## src/rtl/word_serializer_msb_if.sv

```systemverilog
// rtl/word_serializer_msb_if.sv - word-in / bit-out stream bundle for the MSB-first serializer
interface word_serializer_msb_if #(
    parameter int WIDTH = 8
);
    logic [WIDTH-1:0] word_i;
    logic             word_valid_i;
    logic             word_ready_o;
    logic             clear_i;
    logic             x_o;
    logic             x_valid_o;
    logic             bit_ready_i;
    logic             sof_o;
    logic             eof_o;
    logic             busy_o;

    modport master (
        output word_i, word_valid_i, clear_i, bit_ready_i,
        input  word_ready_o, x_o, x_valid_o, sof_o, eof_o, busy_o
    );

    modport slave (
        input  word_i, word_valid_i, clear_i, bit_ready_i,
        output word_ready_o, x_o, x_valid_o, sof_o, eof_o, busy_o
    );
endinterface

```

## src/rtl/word_serializer_msb.sv

```systemverilog
// rtl/word_serializer_msb.sv - parallel word to MSB-first bit stream with one-word holding register
module word_serializer_msb #(
    parameter int WIDTH = 8
) (
    input  logic                  clk,
    input  logic                  reset_n,
    word_serializer_msb_if.slave  s
);
    localparam int CNT_W = $clog2(WIDTH);
    localparam logic [CNT_W-1:0] CNT_LAST = CNT_W'(WIDTH - 1);

    typedef enum logic {
        IDLE  = 1'b0,
        SHIFT = 1'b1
    } state_t;

    state_t           state_q, state_d;
    logic [WIDTH-1:0] shift_q, shift_d;
    logic [CNT_W-1:0] cnt_q, cnt_d;
    logic [WIDTH-1:0] hold_q, hold_d;
    logic             hold_v_q, hold_v_d;
    logic             ready_q, ready_d;

    logic act;
    logic accept;
    logic xfer;
    logic last;
    logic consumed;

    assign act    = (state_q == SHIFT);
    assign accept = s.word_valid_i & ready_q;
    assign xfer   = act & s.bit_ready_i;
    assign last   = xfer & (cnt_q == CNT_LAST);

    always_ff @(posedge clk or negedge reset_n) begin
        if (!reset_n) begin
            state_q  <= IDLE;
            shift_q  <= '0;
            cnt_q    <= '0;
            hold_q   <= '0;
            hold_v_q <= 1'b0;
            ready_q  <= 1'b0;
        end else begin
            state_q  <= state_d;
            shift_q  <= shift_d;
            cnt_q    <= cnt_d;
            hold_q   <= hold_d;
            hold_v_q <= hold_v_d;
            ready_q  <= ready_d;
        end
    end

    always_comb begin
        state_d  = state_q;
        shift_d  = shift_q;
        cnt_d    = cnt_q;
        hold_d   = hold_q;
        hold_v_d = hold_v_q;
        consumed = 1'b0;

        if (s.clear_i) begin
            state_d  = IDLE;
            hold_v_d = 1'b0;
            cnt_d    = '0;
        end else begin
            if (xfer && !last) begin
                shift_d = {shift_q[WIDTH-2:0], 1'b0};
                cnt_d   = cnt_q + CNT_W'(1);
            end else if (last || !act) begin
                // The held word always wins the reload; a new word can only be
                // accepted here when nothing is held, since ready tracks hold_v.
                if (hold_v_q) begin
                    shift_d  = hold_q;
                    hold_v_d = 1'b0;
                    cnt_d    = '0;
                    state_d  = SHIFT;
                end else if (accept) begin
                    shift_d  = s.word_i;
                    cnt_d    = '0;
                    state_d  = SHIFT;
                    consumed = 1'b1;
                end else begin
                    state_d = IDLE;
                end
            end

            if (accept && act && !consumed) begin
                hold_d   = s.word_i;
                hold_v_d = 1'b1;
            end
        end

        ready_d = !s.clear_i && !hold_v_d;
    end

    assign s.word_ready_o = ready_q;
    assign s.x_valid_o    = act;
    assign s.x_o          = shift_q[WIDTH-1] & act;
    assign s.sof_o        = act & (cnt_q == '0);
    assign s.eof_o        = act & (cnt_q == CNT_LAST);
    assign s.busy_o       = act | hold_v_q;
endmodule

```

## src/flat_wrapper.sv

```systemverilog
// flat-port wrapper written by rule: the top's interface ports become plain ports
module word_serializer_msb_flat 
#(
    parameter int WIDTH = 8
)
  (clk, reset_n, s_word_i, s_word_valid_i, s_clear_i, s_bit_ready_i, s_word_ready_o, s_x_o, s_x_valid_o, s_sof_o, s_eof_o, s_busy_o);
  word_serializer_msb_if #(.WIDTH(WIDTH)) s_i ();
  input  logic clk;
  input  logic reset_n;
  input wire logic [$bits(s_i.word_i)-1:0] s_word_i;
  input wire logic [$bits(s_i.word_valid_i)-1:0] s_word_valid_i;
  input wire logic [$bits(s_i.clear_i)-1:0] s_clear_i;
  input wire logic [$bits(s_i.bit_ready_i)-1:0] s_bit_ready_i;
  output wire logic [$bits(s_i.word_ready_o)-1:0] s_word_ready_o;
  output wire logic [$bits(s_i.x_o)-1:0] s_x_o;
  output wire logic [$bits(s_i.x_valid_o)-1:0] s_x_valid_o;
  output wire logic [$bits(s_i.sof_o)-1:0] s_sof_o;
  output wire logic [$bits(s_i.eof_o)-1:0] s_eof_o;
  output wire logic [$bits(s_i.busy_o)-1:0] s_busy_o;
  assign s_i.word_i = s_word_i;
  assign s_i.word_valid_i = s_word_valid_i;
  assign s_i.clear_i = s_clear_i;
  assign s_i.bit_ready_i = s_bit_ready_i;
  assign s_word_ready_o = s_i.word_ready_o;
  assign s_x_o = s_i.x_o;
  assign s_x_valid_o = s_i.x_valid_o;
  assign s_sof_o = s_i.sof_o;
  assign s_eof_o = s_i.eof_o;
  assign s_busy_o = s_i.busy_o;
  word_serializer_msb #(.WIDTH(WIDTH)) u_core (.clk(clk), .reset_n(reset_n), .s(s_i));
endmodule
```

## config.mk

```make
export PLATFORM = sky130hd
export DESIGN_NAME = word_serializer_msb_flat
export DESIGN_NICKNAME = d
export VERILOG_FILES = /design/src/rtl/word_serializer_msb_if.sv /design/src/rtl/word_serializer_msb.sv /design/src/flat_wrapper.sv
export SDC_FILE = /design/constraint.sdc
export NUM_CORES = 1
export LEC_CHECK = 0
export ABC_AREA = 1
export ABC_CLOCK_PERIOD_IN_PS = 2100
export CAP_MARGIN = 20
export CORE_MARGIN = 2
export CORE_UTILIZATION = 51
export DETAILED_ROUTE_END_ITERATION = 7
export PLACE_DENSITY = 0.73
export SYNTH_ARGS = -nofsm -noshare
export SYNTH_HDL_FRONTEND = slang
export SYNTH_SLANG_ARGS = --single-unit
```

## constraint.sdc

```tcl
create_clock -name clk -period 2.1 [get_ports clk]
set_clock_uncertainty 0.2 [all_clocks]
set_input_delay 0.42 -clock clk [delete_from_list [all_inputs] [get_ports clk]]
set_output_delay 0.42 -clock clk [all_outputs]
set_load 0.01 [all_outputs]
```

==> results.txt <==
----------------------------------------------------
[Outcome]
  Outcome ... finished clean

[Die]
  Die Span Y ... 54.39 um
  Die area ... between 2000 and 3000 um2
  Initial core utilization ... 53.24%
  Placeable Area ... about 2400 um2
  Boundary Pins ... 19
  Die Span X ... 54.39 um
  Placement Rows ... 18

[Detailed routing]
  Violation count after the first detailed-routing iteration ... 22
  Max Used Layer ... met4
  Length of routed met2 wiring ... 1414 um
  Drt drc ... 0
  Number of vias per cell ... between 5 and 6
  Average wire per standard cell ... between 10 and 15 um
  Pre-Repair DR Iteration Count ... 4
  Remaining antenna violation count ... 0
  Wire length on met3 ... 96 um
  Vias post-DR ... approximately 1,200
  Met1 routed wirelength after detailed routing ... approximately 1300 um
  Final routed wirelength across all metal layers ... slightly below 3000 um

[Place]
  Final weighted congestion in routability-driven placement ... around 0.83
  Number of port buffers ... 18
  HPWL Detailed ... 2095 um
  Post-place setup slack ... 0.1317 ns
  Total instance count after detailed placement ... between 200 and 250

[Clock tree]
  TritonCTS clock tree ... built
  Clock transition at the register clock pins on the worst setup and hold paths after CTS ... around 0.14 ns
  Clk_lat worst skew ... 0.32 ns
  CTS HTree Levels ... 1
  Clock buffer count from CTS ... 3
  Sink Count ... 22
  Master cell of the clock root buffer ... sky130_fd_sc_hd__clkbuf_4
  Largest buffer count on any clock path ... 2
  Post-cts hold buffer count ... 0

[Logic synthesis]
  Share of synthesized flip-flops with an asynchronous set or reset ... between 90% and 100%
  Sequential element share of the synthesized area ... between 40 and 50%
  Number of warning messages in the yosys log ... 0
  Syn Nets ... roughly 190
  Flops & latches, synth ... 22
  Cell area after technology mapping ... around 1300 um2
  Top cells by area, synth ... sky130_fd_sc_hd__dfrtp_1, sky130_fd_sc_hd__nand2_1, sky130_fd_sc_hd__nand3_1, sky130_fd_sc_hd__nand4_1, sky130_fd_sc_hd__o21ai_1
  Most used flip-flop cell after synthesis ... sky130_fd_sc_hd__dfrtp_1
  Mean instance size in the synthesized netlist ... around 7.5 um2
  Largest area contributor in the netlist ... sky130_fd_sc_hd__dfrtp_1
  Number of library cell types mapped by synthesis ... 24
  Top-area cell type share of the netlist area ... a little over two fifths
  Synthesized instance count ... around 170
  Post-synth EDFFs ... 0

[Power and ir drop]
  Clock power share ... ~23%
  Switching share of total power ... 31.99%
  Power density over the cells ... just under 700 nW/um2
  Share of power burned in registers ... approximately half
  Net switching component of the power ... 0.0003480 W
  Internal power ... about 0.00074 W
  Max IR drop VDD ... roughly 0.00058 V
  Sum of internal, switching and leakage power ... roughly 0.0011 W
  Combinational share of power ... between 20% and 30%
  Leakage power summed over all cells ... ~0.85 nW

[Finish]
  Share of post-route cells with drive strength above 1 ... between 10% and 20%
  Most used cells in the layout excluding fill and tap cells ... sky130_fd_sc_hd__nand2_1, sky130_fd_sc_hd__dfrtp_1, sky130_fd_sc_hd__clkdlybuf4s50_1
  Antenna diodes ... 0
  Most common cell after layout, fill and taps aside ... sky130_fd_sc_hd__nand2_1
  Relative area change from synthesis to final layout ... 21.74%
  Fin cells ... roughly 230
  Nets ... ~210

[Worst setup path]
  CP endpoint kind ... primary output
  Worst setup path startpoint ... u_core.s.x_valid_o
  Arr. time, crit path ... ~1.4 ns
  Reg2reg start ... u_core.cnt_q[0]
  Worst setup path class ... reg2out
  Worst EP required ... between 1 and 1.5 ns
  Critical path peak fanout ... 7
  Critical path launch point type ... flop

[Global routing]
  Vias in the first global route ... 1,106
  Remaining global-route overflow ... 0
  Number of antenna violations at the first check in global routing ... 0
  First-pass GRT wire length ... about 4900 um
  Global Route Usage Sum ... 23.00%
  Largest net degree at the start of global routing ... 23

[Timing]
  Fin Hold WS ... ~0.22 ns
  Count of pins over their slew limit ... 0
  Fin crit period ... about 2 ns
  Worst slew slack as a fraction of its limit ... between 60% and 70%
  Total of endpoints with negative setup slack in the final report ... 0
  Post-Route Setup TNS ... 0 ns
  RSZ-0062 raised after global routing ... no
  Final-report hold violation count ... 0
  Final worst path period share ... ~97%
  Max Freq ... 490.8 MHz
  Worst Tran Pin Value ... 0.4529 ns
  Final Worst Setup Slack ... 0.06265 ns

[Worst hold path]
  Class of the tightest hold or removal check ... in2async

[Job]
  Max Cap Viol ... 0

----------------------------------------------------
[area by class of cell]
type                            instances  area (um2)
Fill cell                             207       855.8
Multi-Input combinational cell        131       651.9
Sequential cell                        22       553.0
Timing Repair Buffer                   28       252.7
Inverter                               12       45.04
Tap cell                               30       37.54
Clock buffer                            4       36.28
[state kept, by name, indices dropped and copies added, names as in the netlist]
| signal | count |
|---|---|
| u_core.hold_q | 8 |
| u_core.shift_q | 8 |
| u_core.cnt_q | 3 |
| u_core.hold_v_q | 1 |
| u_core.s.word_ready_o | 1 |
| u_core.s.x_valid_o | 1 |
[power groups by stage]
stage	combinational [W]	sequential [W]	clock [W]
2_1_floorplan	0.000180	0.000558	0
3_3_place_gp	0.000262	0.000570	0
3_5_place_dp	0.000271	0.000575	0
4_1_cts	0.000271	0.000566	0.000248
5_1_grt	0.000316	0.000577	0.000267
6_report	0.000278	0.000564	0.000246
[logic make-up (layout without fill, tap and decap cells)]
logic type      after synthesis  count (layout)  synth area share, %
compound gates               11              11                4.348
fa+ha+maj                     3               3                2.899
buf+inv                      19              44                7.342
flops                        22              22                42.51
simple gates                117             117                42.90
[metrics by stage]
stage	utilization, %	instance area, um2
floorplan	-	1295
global placement	62.29	1515
detailed placement	62.29	1515
CTS	63.94	1555
global route	64.81	1577
finish	64.81	1577
[timing repair]
item	in CTS	in global routing
pin swaps	0	0
setup endpoints to repair	4	4
gates cloned	0	0
setup buffers	0	3
gates resized for setup	6	3
[synth_stat cells, types with 2 or more instances]
library cell / n
sky130_fd_sc_hd__nand4_1: 7
sky130_fd_sc_hd__nor2_1: 3
sky130_fd_sc_hd__nand2_4: 2
sky130_fd_sc_hd__ha_1: 3
sky130_fd_sc_hd__buf_6: 2
sky130_fd_sc_hd__o21ai_1: 8
sky130_fd_sc_hd__inv_1: 5
sky130_fd_sc_hd__nor2_4: 3
sky130_fd_sc_hd__dfrtp_1: 22
sky130_fd_sc_hd__nand3_1: 12
sky130_fd_sc_hd__inv_2: 6
sky130_fd_sc_hd__nor2_2: 2
sky130_fd_sc_hd__nand2_2: 2
sky130_fd_sc_hd__nand2_1: 83
sky130_fd_sc_hd__buf_4: 2
sky130_fd_sc_hd__clkbuf_1: 2
[metal layers]
layer / up-vias / track usage (%)
met2: 34 / 39.16
li1: 592 / -
met4: 0 / 10.00
met5: - / 0
met3: 5 / 2.459
met1: 547 / 29.33
[critical path, stage by stage, from the launching register on]
cell                              delay (ns)
sky130_fd_sc_hd__dfrtp_2                0.46
sky130_fd_sc_hd__inv_2                  0.05
sky130_fd_sc_hd__nand2_1                0.06
sky130_fd_sc_hd__clkdlybuf4s50_1        0.52
[final timing paths]
kind,endpoint,slack [ns],cells past startpoint
min,u_core.shift_q[7],0.22,2
max in group asynchronous,u_core.hold_v_q,1.22,2
min in group clk,u_core.shift_q[0],0.29,2
min reg2reg,u_core.shift_q[0],0.29,2
max reg2reg,u_core.hold_q[1],0.22,8
max,s_busy_o,0.06,3
Note: power is estimated with default switching activity, not from simulation.
